==> src/rtl/cam_pkg.sv <==
// rtl/cam_pkg.sv - shared types for the CAM request controller
package cam_pkg;

  typedef enum logic [1:0] {
    OP_WRITE      = 2'b00,
    OP_READ       = 2'b01,
    OP_SEARCH     = 2'b10,
    OP_INVALIDATE = 2'b11
  } cam_op_e;

  typedef enum logic [1:0] {
    ST_IDLE  = 2'b00,
    ST_ISSUE = 2'b01,
    ST_RESP  = 2'b10
  } cam_state_e;

endpackage

==> src/rtl/cam_prio_enc.sv <==
// rtl/cam_prio_enc.sv - lowest-index priority encoder over the CAM hit vector
module cam_prio_enc #(
  parameter int DEPTH = 16,
  localparam int IDX_W = $clog2(DEPTH)
) (
  input  logic [DEPTH-1:0] hits_i,
  output logic             any_o,
  output logic [IDX_W-1:0] idx_o,
  output logic             multi_o
);

  logic [DEPTH-1:0] hits_m1;

  always_comb begin
    idx_o = '0;
    // Scan downward so the lowest set bit is the last one written.
    for (int i = DEPTH - 1; i >= 0; i--) begin
      if (hits_i[i]) begin
        idx_o = IDX_W'(i);
      end
    end
  end

  always_comb begin
    hits_m1 = hits_i - {{(DEPTH-1){1'b0}}, 1'b1};
    any_o   = |hits_i;
    multi_o = |(hits_i & hits_m1);
  end

endmodule

==> src/rtl/cam_ctrl.sv <==
// rtl/cam_ctrl.sv - CAM request controller: IDLE/ISSUE/RESP sequencing, valid bitmap, response regs
// Optional CAM_CTRL_MULTIHIT_EN adds rsp_multi_o flagging SEARCHes with two or more valid hits.
module cam_ctrl
  import cam_pkg::*;
#(
  parameter int DEPTH = 16,
  parameter int WIDTH = 32,
  localparam int IDX_W = $clog2(DEPTH)
) (
`ifdef CAM_CTRL_MULTIHIT_EN
  output logic                   rsp_multi_o,
`endif
  input  logic                   clk,
  input  logic                   rst,
  input  logic                   req_valid_i,
  output logic                   req_ready_o,
  input  logic [1:0]             req_op_i,
  input  logic [IDX_W-1:0]       req_addr_i,
  input  logic [WIDTH-1:0]       req_data_i,
  output logic                   rsp_valid_o,
  input  logic                   rsp_ready_i,
  output logic                   rsp_hit_o,
  output logic [IDX_W-1:0]       rsp_idx_o,
  output logic [WIDTH-1:0]       rsp_data_o,
  output logic [DEPTH-1:0]       cell_wr_en_o,
  output logic [DEPTH-1:0]       cell_rd_en_o,
  output logic [DEPTH-1:0]       cell_srch_o,
  output logic [WIDTH-1:0]       cell_wdata_o,
  output logic [WIDTH-1:0]       cell_key_o,
  input  logic [DEPTH-1:0]       cell_match_i,
  input  logic [DEPTH-1:0]       cell_rd_vld_i,
  input  logic [DEPTH*WIDTH-1:0] cell_rd_data_i
);

  cam_state_e       state_q, state_d;
  cam_op_e          op_q, op_d;
  logic [IDX_W-1:0] addr_q, addr_d;
  logic [WIDTH-1:0] data_q, data_d;
  logic [DEPTH-1:0] valid_q, valid_d;
  logic             rsp_hit_q, rsp_hit_d;
  logic [IDX_W-1:0] rsp_idx_q, rsp_idx_d;
  logic [WIDTH-1:0] rsp_data_q, rsp_data_d;
  logic             rsp_multi_q, rsp_multi_d;

  logic             in_range;
  logic [DEPTH-1:0] sel;
  logic [DEPTH-1:0] hits;
  logic [WIDTH-1:0] rd_data;
  logic             enc_any;
  logic [IDX_W-1:0] enc_idx;
  logic             enc_multi;

  // Out-of-range addresses (non-power-of-2 DEPTH) select no entry at all.
  always_comb begin
    in_range = {1'b0, addr_q} < (IDX_W+1)'(DEPTH);
    sel      = in_range ? ({{(DEPTH-1){1'b0}}, 1'b1} << addr_q) : '0;
    hits     = cell_match_i & valid_q;
  end

  always_comb begin
    rd_data = '0;
    for (int i = 0; i < DEPTH; i++) begin
      if (sel[i] && cell_rd_vld_i[i]) begin
        rd_data = cell_rd_data_i[i*WIDTH +: WIDTH];
      end
    end
  end

  cam_prio_enc #(.DEPTH(DEPTH)) u_prio_enc (
    .hits_i  (hits),
    .any_o   (enc_any),
    .idx_o   (enc_idx),
    .multi_o (enc_multi)
  );

  always_ff @(posedge clk) begin
    if (rst) begin
      state_q     <= ST_IDLE;
      op_q        <= OP_WRITE;
      addr_q      <= '0;
      data_q      <= '0;
      valid_q     <= '0;
      rsp_hit_q   <= 1'b0;
      rsp_idx_q   <= '0;
      rsp_data_q  <= '0;
      rsp_multi_q <= 1'b0;
    end else begin
      state_q     <= state_d;
      op_q        <= op_d;
      addr_q      <= addr_d;
      data_q      <= data_d;
      valid_q     <= valid_d;
      rsp_hit_q   <= rsp_hit_d;
      rsp_idx_q   <= rsp_idx_d;
      rsp_data_q  <= rsp_data_d;
      rsp_multi_q <= rsp_multi_d;
    end
  end

  always_comb begin
    state_d = state_q;
    case (state_q)
      ST_IDLE:  if (req_valid_i) state_d = ST_ISSUE;
      ST_ISSUE: state_d = ST_RESP;
      ST_RESP:  if (rsp_ready_i) state_d = ST_IDLE;
      default:  state_d = ST_IDLE;
    endcase
  end

  always_comb begin
    op_d        = op_q;
    addr_d      = addr_q;
    data_d      = data_q;
    valid_d     = valid_q;
    rsp_hit_d   = rsp_hit_q;
    rsp_idx_d   = rsp_idx_q;
    rsp_data_d  = rsp_data_q;
    rsp_multi_d = rsp_multi_q;
    if (state_q == ST_IDLE && req_valid_i) begin
      op_d   = cam_op_e'(req_op_i);
      addr_d = req_addr_i;
      data_d = req_data_i;
    end
    // Valid-bitmap updates commit at the end of ISSUE, so a following SEARCH sees them.
    if (state_q == ST_ISSUE) begin
      rsp_hit_d   = in_range;
      rsp_idx_d   = addr_q;
      rsp_data_d  = '0;
      rsp_multi_d = 1'b0;
      case (op_q)
        OP_WRITE:      valid_d = valid_q | sel;
        OP_READ: begin
          rsp_hit_d  = |(valid_q & sel);
          rsp_data_d = rd_data;
        end
        OP_SEARCH: begin
          rsp_hit_d   = enc_any;
          rsp_idx_d   = enc_idx;
          rsp_multi_d = enc_multi;
        end
        OP_INVALIDATE: valid_d = valid_q & ~sel;
        default: ;
      endcase
    end
  end

  always_comb begin
    req_ready_o  = (state_q == ST_IDLE);
    rsp_valid_o  = (state_q == ST_RESP);
    cell_wr_en_o = '0;
    cell_rd_en_o = '0;
    cell_srch_o  = '0;
    if (state_q == ST_ISSUE) begin
      cell_wr_en_o = (op_q == OP_WRITE)  ? sel : '0;
      cell_rd_en_o = (op_q == OP_READ)   ? sel : '0;
      cell_srch_o  = (op_q == OP_SEARCH) ? '1  : '0;
    end
  end

  assign cell_wdata_o = data_q;
  assign cell_key_o   = data_q;
  assign rsp_hit_o    = rsp_hit_q;
  assign rsp_idx_o    = rsp_idx_q;
  assign rsp_data_o   = rsp_data_q;

`ifdef CAM_CTRL_MULTIHIT_EN
  assign rsp_multi_o = rsp_multi_q;
`else
  logic unused_multi;
  assign unused_multi = rsp_multi_q;
`endif

endmodule

==> config.mk <==
export PLATFORM = sky130hd
export DESIGN_NAME = cam_ctrl
export DESIGN_NICKNAME = d
export VERILOG_FILES = /design/src/rtl/cam_pkg.sv /design/src/rtl/cam_prio_enc.sv /design/src/rtl/cam_ctrl.sv
export SDC_FILE = /design/constraint.sdc
export NUM_CORES = 1
export LEC_CHECK = 0
export BUFFER_PORTS_ARGS = -buffer_cell sky130_fd_sc_hd__buf_4
export CAP_MARGIN = 20
export CELL_PAD_IN_SITES_DETAIL_PLACEMENT = 1
export CELL_PAD_IN_SITES_GLOBAL_PLACEMENT = 2
export CORE_AREA = 10 10 281 283
export CTS_CLUSTER_DIAMETER = 50
export DETAILED_ROUTE_END_ITERATION = 16
export DIE_AREA = 0 0 291 293
export GPL_ROUTABILITY_DRIVEN = 1
export PLACE_DENSITY_LB_ADDON = 0.08
export SETUP_SLACK_MARGIN = 0.05
export SYNTH_ARGS = -nofsm -noshare
export SYNTH_HDL_FRONTEND = slang
export SYNTH_SLANG_ARGS = --single-unit
==> constraint.sdc <==
create_clock -name clk -period 2.9 [get_ports clk]
set_input_delay 0.435 -clock clk [delete_from_list [all_inputs] [get_ports clk]]
set_output_delay 0.435 -clock clk [all_outputs]
set_load 0.02 [all_outputs]
# ---- After elaboration in Yosys (flattened, before gate mapping)
# Cells that the tools add are included.
dict set report op_classes {
  n_reduce_logical 24
  n_eq_ne 7
  n_mux 45
  shifts 1
  n_bitwise 5
}
# cell count
set op_table {}
lappend op_table {{$mux 32} 17}
lappend op_table {{$mux 16} 6}
lappend op_table {{$mux 4} 17}
lappend op_table {{$and 16x16->16} 3}
lappend op_table {{$pmux 16 s2} 1}
lappend op_table {{$reduce_or 16->1} 2}
lappend op_table {{$logic_and 1x1->1} 17}
lappend op_table {{$not 16->16} 1}
lappend op_table {{$or 16x16->16} 1}
lappend op_table {{$shl 1x4->16 const A} 1}
lappend op_table {{$eq 2x2->1 const B} 3}
lappend op_table {{$pmux 2 s3} 1}
lappend op_table {{$eq 2x1->1 const B} 2}
lappend op_table {{$logic_not 2->1} 2}
lappend op_table {{$mux 2} 2}
lappend op_table {{$reduce_and 2->1} 2}
lappend op_table {{$ne 2x1->1 const B} 1}
lappend op_table {{$ne 2x2->1 const B} 1}
lappend op_table {{$pmux 1 s2} 1}
lappend op_table {{$reduce_bool 2->1} 1}
dict set report totals {
  word_cells 90
  input_bits 586
  register_bits 93
}

# ---- Longest topological paths before layout
# Gate-level depths: netlist of the first run.
dict set report logic_depth {
  word_depth 19
  mapped_depth 10
}

# ---- Cells and area by module
# Synthesis of the first run repeated with hierarchy kept, for this count alone.
dict set report hier_totals {
  hier_cells 1094
  area_unflattened_um2 7815.0
}
# mod cells_per_inst seq_area_each_um2 area_each_um2 instances
set by_module_without_submodules {}
lappend by_module_without_submodules {cam_ctrl 1041 1861.8 7492.2 1}
lappend by_module_without_submodules {cam_prio_enc 53 0.0 322.8 1}

# ---- Worst setup path after synthesis of the first run
# Ideal clock, no wire load.
dict set report synth_path {
  kind {register -> output}
  from {register op_q[0]}
  to {output cell_srch_o[10]}
  path_stages_with_launch 6
  path_buffers 1
  required_time_ns 2.465
  t_arrival_ns 1.717
  slack_ns 0.748
  path_cell_list {dfxtp_1 inv_1 ha_1 inv_1 nor2_1 buf_4}
}
dict set report synth_via {
  elab_chain_len 3
}
# element line_no
set synth_rtl {}
lappend synth_rtl {{start, declared} cam_ctrl.sv:36} ;# cam_op_e op_q, op_d;
lappend synth_rtl {{start signal, assigned} cam_ctrl.sv:89} ;# op_q <= op_d;
lappend synth_rtl {{$eq 2x2->1} cam_ctrl.sv:156} ;# cell_srch_o = (op_q == OP_SEARCH) ? '1 : '0;
lappend synth_rtl {{$mux 16} cam_ctrl.sv:156}
lappend synth_rtl {{$mux 16} cam_ctrl.sv:153} ;# if (state_q == ST_ISSUE) begin
lappend synth_rtl {{end, declared} cam_ctrl.sv:27} ;# output logic [DEPTH-1:0] cell_srch_o,
# No other way between the ends.

# ---- Final worst setup path of the first run
dict set report layout_path {
  from {register addr_q[0]}
  to {register rsp_data_q[24] (netlist: rsp_data_o[24])}
}
dict set report layout_via {
  elab_chain_len 19
  word_cells_on_any_way 34
}
# element line_no
set layout_rtl {}
lappend layout_rtl {{start, declared} cam_ctrl.sv:37} ;# logic [IDX_W-1:0] addr_q, addr_d;
lappend layout_rtl {{start signal, assigned} cam_ctrl.sv:90} ;# addr_q <= addr_d;
lappend layout_rtl {{$shl 1x4->16 *} cam_ctrl.sv:56} ;# sel = in_range ? ({{(DEPTH-1){1'b0}}, 1'b1} << addr_q) : '0;
lappend layout_rtl {{$logic_and 1x1->1} cam_ctrl.sv:63} ;# if (sel[i] && cell_rd_vld_i[i]) begin
lappend layout_rtl {{$mux 32 (15 in a row)} cam_ctrl.sv:63}
lappend layout_rtl {{$mux 32 *} cam_ctrl.sv:63}
lappend layout_rtl {{$mux 32 *} cam_ctrl.sv:130} ;# case (op_q)
lappend layout_rtl {{end signal, assigned} cam_ctrl.sv:95} ;# rsp_data_q <= rsp_data_d;
lappend layout_rtl {{end, declared} cam_ctrl.sv:42} ;# logic [WIDTH-1:0] rsp_data_q, rsp_data_d;
# Every way passes the cells marked *; elsewhere a longest branch is shown, timed or not.
# A chain may end at the register's enable or synchronous reset.

==> impl_metrics.ini, run 1 <==
[sta]
worst_slack_ns = 0.132
timing_hold_violations_final = 0
slew_headroom_pct = 30.2
hold_ws_ns = 0.278
fin_crit_ns = 2.77
period_share_pct = 95.4
setup_violations = 0
fmax_mhz = 361
worst_clock_skew_ns = 0.0117
rsz0062_at_grt = no
slew_violations = 0
tightest_slew_ns = 1.05

[synthesis]
synth_cell_type_count = 53
ys_seq_elements = 93
syn_nets = 1650
synth_ff_type = dfxtp_1
synth_cells = 1060
synth_edf_count = 0
synthArstFlopShare_pct = 0
yosys_warnings = 0
syn_area_per_cell_um2 = 7.65
synth_area_um2 = 8110
synth_seq_area_share_pct = 23.0

[placement]
placed_area_um2 = 14400
portBuffers = 736
place.gp.congestion = 0.809
pre_cts_ws_ns = -0.0343
dpl.hpwl_um = 76500
dp_cells = 2666

[global_route]
grt_max_degree = 52
globalRouteTotalUtil_pct = 20.3
grt-ovfl-total = 0
grt_pass1_wl_um = 120000
grt_pass1_vias = 12500
antenna_found_initial = 16

[worst_setup_path]
critPathTopFamily = simple AND/OR/NAND/NOR gates
crit_chain = buf_4 -> and4bb_4 -> and2_2 -> a22oi_1 -> nand4_1 -> nor3_2 -> o21ai_1
crit_arrival_ns = 3.09
critPathKind = register to register
crit_path_max_fanout = 30
worstPathRequired_ns = 3.22
worst_setup_path_end_kind = register
crit_slowest_cell = and2_2
path_buf_inv = 1
slowest_delay_ns = 0.77
cp-start-kind = register

[final_layout]
instances_no_fill = 2686
most-common-layout-cells = buf_4 (782), a22oi_1 (199), nand2_1 (186)
fin_nets = 2298
drive_gt1_share_pct = 51.4
area_growth_pct = 81.9
final_cell_area_um2 = 14800
layout_commonest_cell = buf_4

[cts]
insertion_delay_ns = 0.39
clkSlewWorstSetupHoldPaths_ns = 0.09
clock_sinks = 93
cts-buffers-inserted = 9
holdBufCountCts = 0
cts_tree = built
cts_max_path_buffers = 2
h-tree-depth = 3
cts.root.buffer_cell = clkbuf_16

[drt]
drtIter0Drc = 631
wl_um = 91800
wl_per_cell_um = 34.2
ant_nets = 0
vias = 11700
vias_per_cell = 4.36
dr.pass1.iters = 5
drcViolationCount = 0

[floorplan]
coreArea_um2 = 73600
die_x_um = 291
start_util_pct = 11.0
dieArea_um2 = 85300
die_height_um = 293
ioPinCount = 737
row_count = 100

[status]
status = finished clean

[job]
drv_cap = 0

[power]
p_total_mw = 4.34
p_leak_nw = 6.29
ir_drop_mv = 0.296
p_per_area_nw_per_um2 = 294

[hold_path]
hold_class = input port to register
-- synthesized netlist by cell type, drive strengths merged (12+ instances only) --
master   number  area [µm²]
a22oi       219        1740
nand2       186         698
buf         123         936
dfxtp        93        1860
nor2         64         243
a21oi        62         310
nand4        45         288
o21ai        40         200
clkbuf       34         129
a2bb2oi      32         280
o221ai       32         280
nor3         23         215
and2         14        92.6
a311oi       12         105
a32oi        12         105
-- timing repair --
item,in CTS,in global routing
gates resized for setup,1,2
pin swaps,0,0
buffers inserted,0,0
endpoints found under the setup margin,1,14
-- power by group --
group | total (mW) | switching, mW | internal, mW
clock | 1.49 | 0.722 | 0.770
sequential | 1.37 | 0.0534 | 1.32
combinational | 1.47 | 0.688 | 0.782
total | 4.34 | 1.46 | 2.87
-- worst register-to-register path: stages (launching register included) --
cell and delay (ns):
dfxtp_1 0.54, buf_4 0.27, and4bb_4 0.28, and2_2 0.77
a22oi_1 0.42, nand4_1 0.23, nor3_2 0.06, o21ai_1 0.14
-- worst paths after layout --
check            startpoint        endpoint  slack [ns]  cells after the start
max               addr_q[0]  rsp_data_o[24]        0.13                      7
min           req_data_i[3]   cell_key_o[3]        0.28                      3
max reg2reg       addr_q[0]  rsp_data_o[24]        0.13                      7
min reg2reg  cell_key_o[19]  cell_key_o[19]        0.48                      2
-- layer usage --
| metal | wire (µm) | up-vias | track usage [%] | part of all wire, % |
|---|---|---|---|---|
| met5 | 149 | - | 0 | 0.16 |
| met4 | 705 | 24 | 2.98 | 0.77 |
| met3 | 7440 | 48 | 7.17 | 8.1 |
| met2 | 46000 | 495 | 35.9 | 50 |
| met1 | 37500 | 5829 | 23.7 | 41 |
| li1 | - | 5308 | - | - |
-- cell type report --
type,count,area [µm²]
tap,969,1210
sequential,93,1860
inverter,6,22.5
clock inverter,6,93.8
clock buffer,10,229
antenna,4,10.0
timing repair buffer,794,6110
multi-input combinational,804,5210
fill,8855,58800
-- kinds of logic (layout without fill, tap and decap cells) --
logic type	count (synthesis)	in the layout	synth area share (%)
compound gates	428	428	39.3
fa+ha+maj	4	4	0.617
buf+inv	163	816	13.4
simple gates	371	371	23.6
flops	93	93	23.0
other cells	0	4	0
mux	1	1	0.139
-- stage by stage --
step | TNS, ns | utilization [%]
after CTS | 0 | 20.0
final | 0 | 20.1
after global routing | 0 | 20.0
after detailed placement | -0.0343 | 19.6
after floorplan | 0 | -
after global placement | 0 | 19.6
Power figures use the tool's default switching activity.
==> inputs of run 2 (changes only) <==
- HOLD_SLACK_MARGIN: unset -> 0.08
- RECOVER_POWER: unset -> 25
- clock period: 2.9 -> 3.48 ns (I/O delays scaled with it)
==> impl_metrics.ini, run 2 (synthesis gave the netlist of run 1 again) <==
[power]
combPwrFrac_pct = 34.7
ir_drop_mv = 0.237
seqPwrFrac_pct = 32.9
netSwitchingFraction_pct = 33.9
intPower_mw = 2.30
p_total_mw = 3.48
p_leak_nw = 5.94
p_per_area_nw_per_um2 = 244
switching_power_mw = 1.18
clkPwrFrac_pct = 32.4

[global_route]
grt_pass1_vias = 12500
globalRouteTotalUtil_pct = 19.5
grt-ovfl-total = 0
antenna_found_initial = 17
grt_max_degree = 59
grt_pass1_wl_um = 116000

[worst_setup_path]
r2r_slack_ns = 0.33
worst_setup_path_end_kind = output pin
worstRegToRegCells = 7
worstPathRequired_ns = 2.96
crit_arrival_ns = 2.72
critPathKind = register to output pin
cp-start-kind = register
r2r-end = rsp_data_o[24]
r2r-start = addr_q[1]
crit_path_max_fanout = 20

[floorplan]
die_height_um = 293
row_count = 100
ioPinCount = 737
start_util_pct = 11.0
die_x_um = 291
dieArea_um2 = 85300
coreArea_um2 = 73600

[sta]
tightest_slew_ns = 1.47
period_share_pct = 93.2
fmax_mhz = 308
fin_crit_ns = 3.24
timing_hold_violations_final = 0
rsz0062_at_grt = no
setup_violations = 0
worst_clock_skew_ns = 0.0121
slew_headroom_pct = 2.07
fin_setup_tns_ns = 0
slew_violations = 0
hold_ws_ns = 0.379

[hold_path]
hold_class = input port to register
worstHoldStart = req_data_i[26]
min_delay_path_depth = 3
hold_path_end = cell_key_o[26]

[cts]
cts_tree = built
cts-buffers-inserted = 9
cts_setup_buffers = 0
ctsResizeCount = 0
holdBufCountCts = 0
h-tree-depth = 3
clock_sinks = 93
clkSlewWorstSetupHoldPaths_ns = 0.08
cts.root.buffer_cell = clkbuf_16
insertion_delay_ns = 0.39
cts_max_path_buffers = 2

[placement]
portBuffers = 736
dp_cells = 2651
dpl.hpwl_um = 73900
place.gp.congestion = 0.860

[final_layout]
final_util_pct = 19.4
instances_no_fill = 2670
layout_commonest_cell = buf_4
fin_nets = 2283
drive_gt1_share_pct = 47.5
most-common-layout-cells = buf_4 (718), a22oi_1 (199), nand2_1 (186)
area_growth_pct = 76.2

[drt]
drcViolationCount = 0
dr.pass1.iters = 5
wl_um = 88100
ant_nets = 0
drtIter0Drc = 613
vias_per_cell = 4.35
vias = 11600
wl_per_cell_um = 33.0

[status]
status = finished clean

[job]
drv_cap = 0
-- run 2: cell types whose count changed in the layout (fill, tap and decap cells not counted), moves of 2 or more --
cell      previous run  this run
and2_2               7         9
buf_12              12         3
and2_4               4         2
clkbuf_1             1        59
buf_4              782       718
-- run 2: final cells by class --
cell class | instances | area [µm²]
diodes | 3 | 7.51
clock buffers | 12 | 246
clock inverters | 4 | 56.3
fillers | 8891 | 59300
inverters | 6 | 22.5
multi-input cells | 804 | 5210
flip-flops and latches | 93 | 1860
well taps | 969 | 1210
repair buffers | 779 | 5670
-- run 2: worst max path at each step --
stage,from,endpoint,depth (start not counted)
after detailed placement,addr_q[1],rsp_data_o[8],6
after global routing,addr_q[2],cell_rd_en_o[13],4
after CTS,addr_q[2],cell_rd_en_o[13],4
after floorplan,op_q[0],cell_srch_o[10],5
final,addr_q[2],cell_wr_en_o[12],4
after global placement,addr_q[1],rsp_data_o[12],8
-- run 2: metal layers --
layer  up-vias  part of all wire [%]  track usage (%)
met1      5749                    39             21.8
met2       490                    51             35.0
met4        26                  0.76             2.57
met3        54                   8.8             7.70
li1       5284                     -                -
met5         -                  0.18                0
-- run 2: worst max-delay path: stages (launching register included) --
cell     delay (ns)
dfxtp_1        0.92
nor2b_1        0.69
nand2_1        0.31
nor2_1         0.23
buf_4          0.19
-- run 2: power by group through the flow --
stage          clock [mW]  combinational [mW]  sequential, mW
4_1_cts              1.21                1.26            1.15
6_report             1.13                1.21            1.15
2_1_floorplan           0               0.410            1.18
3_5_place_dp            0                1.25            1.17
5_1_grt              1.23                1.30            1.15
3_3_place_gp            0                1.25            1.17
-- run 2: stage by stage --
stage	instance area, µm²	setup slack (ns)
CTS	14500	0.189
detailed placement	14200	0.289
global route	14300	0.0958
floorplan	8110	1.24
finish	14300	0.238
global placement	14200	0.396
==> inputs of run 3 (changes only) <==
- CAP_MARGIN: 20 -> 30
- GPL_TIMING_DRIVEN: unset -> 0
==> impl_metrics.ini, run 3 (synthesis gave the netlist of run 1 again) <==
[status]
status = finished clean

[cts]
clkSlewWorstSetupHoldPaths_ns = 0.09
h-tree-depth = 3
cts_tree = built
ctsResizeCount = 0
cts-buffers-inserted = 9
insertion_delay_ns = 0.39
cts.root.buffer_cell = clkbuf_16
holdBufCountCts = 0
cts_setup_buffers = 0
cts_max_path_buffers = 2
clock_sinks = 93

[drt]
drcViolationCount = 0
vias = 12000
vias_per_cell = 4.31
drtIter0Drc = 639
dr.pass1.iters = 5
ant_nets = 0
wl_um = 91200
wl_per_cell_um = 32.8

[floorplan]
dieArea_um2 = 85300
ioPinCount = 737
row_count = 100
die_x_um = 291
coreArea_um2 = 73600
die_height_um = 293
start_util_pct = 11.0

[global_route]
grt_util_met2_pct = 37.0
grt_max_degree = 17
antenna_found_initial = 18
grt.busiest_layer = met2
met1_usage_pct = 22.9
grt_pass1_wl_um = 120000
grt_pass1_vias = 13000
globalRouteTotalUtil_pct = 20.2
grt-ovfl-total = 0
met3_usage_pct = 7.20

[worst_setup_path]
crit_path_start = state_q[0]
crit_chain = nor2b_1 -> clkbuf_1 -> nand2_1 -> clkbuf_1 -> nor2_1 -> buf_4
worstPathRequired_ns = 2.96
critPathKind = register to output pin
r2r-start = addr_q[3]
cp_common_cell = clkbuf_1
slowest_delay_ns = 0.41
crit_slowest_cell = clkbuf_1
worst_setup_path_end_kind = output pin
cp-start-kind = register
critPathTopFamily = buffers and inverters
crit_path_max_fanout = 10
crit_arrival_ns = 2.55
path_buf_inv = 3

[sta]
hold_ws_ns = 0.370
timing_hold_violations_final = 0
worst_clock_skew_ns = 0.0170
slew_headroom_pct = 35.8
fin_crit_ns = 3.07
fin_setup_tns_ns = 0
fmax_mhz = 325
tightest_slew_ns = 0.960
slew_violations = 0
rsz0062_at_grt = no
setup_violations = 0
period_share_pct = 88.3

[final_layout]
layout_commonest_cell = buf_4
final_cell_area_um2 = 14900
area_growth_pct = 84.1
most-common-layout-cells = buf_4 (729), a22oi_1 (199), nand2_1 (186)
fin_nets = 2398
drive_gt1_share_pct = 47.9
final_util_pct = 20.3

[power]
ir_drop_mv = 0.239
p_per_area_nw_per_um2 = 234
p_total_mw = 3.50
p_leak_nw = 6.40

[placement]
placed_area_um2 = 14800
place.gp.congestion = 0.844
dpl.hpwl_um = 78800
portBuffers = 735

[job]
drv_cap = 0

[hold_path]
hold_class = input port to register
worstHoldStart = req_data_i[19]
## run 3: cell types whose count changed in the layout (fill, tap and decap cells not counted), moves of 8 or more
cell	before	now
and2_2	9	0
buf_6	0	30
buf_2	0	37
clkbuf_1	59	93
buf_4	718	729
and2_1	3	11
## run 3: metal layers
layer	vias up	share of wire [%]
met3	43	8.1
met4	28	0.52
met2	505	51
li1	5516	-
met1	5901	40
met5	-	0.20
## run 3: per-stage QoR
stage               cells  setup slack (ns)
global placement     2764             0.539
CTS                  2781             0.329
floorplan            1060              1.24
global route         2782             0.182
detailed placement   2765             0.485
finish               2783             0.407
## run 3: power breakdown
part	switching (mW)	leakage [nW]	internal, mW
clock	0.556	0.137	0.515
combinational	0.624	5.51	0.661
sequential	0.0413	0.756	1.10
## run 3: final cells by class
cell class	instances	area, µm²
fillers	8899	58600
repair buffers	737	5320
multi-input cells	804	5160
flip-flops and latches	93	1860
well taps	969	1210
plain buffers	157	1060
clock buffers	11	243
clock inverters	5	42.5
inverters	6	22.5
diodes	1	2.50
## run 3: worst register-to-register path, delay by kind of cell, from the launching register on
kind,cells,cell delay [ns]
AND/OR/NAND/NOR,4,1.10
flip-flops,1,0.37
buffers and inverters,3,0.81
AO/OA/AOI/OAI,2,0.40
## run 3: final timing paths
| kind | cells after the start | end | slack [ns] |
|---|---|---|---|
| worst max-delay path | 6 | cell_wr_en_o[12] | 0.41 |
| worst min-delay path | 3 | cell_key_o[19] | 0.37 |
| worst max register to register | 9 | rsp_data_o[12] | 0.67 |
| worst min register to register | 2 | rsp_data_o[13] | 0.48 |
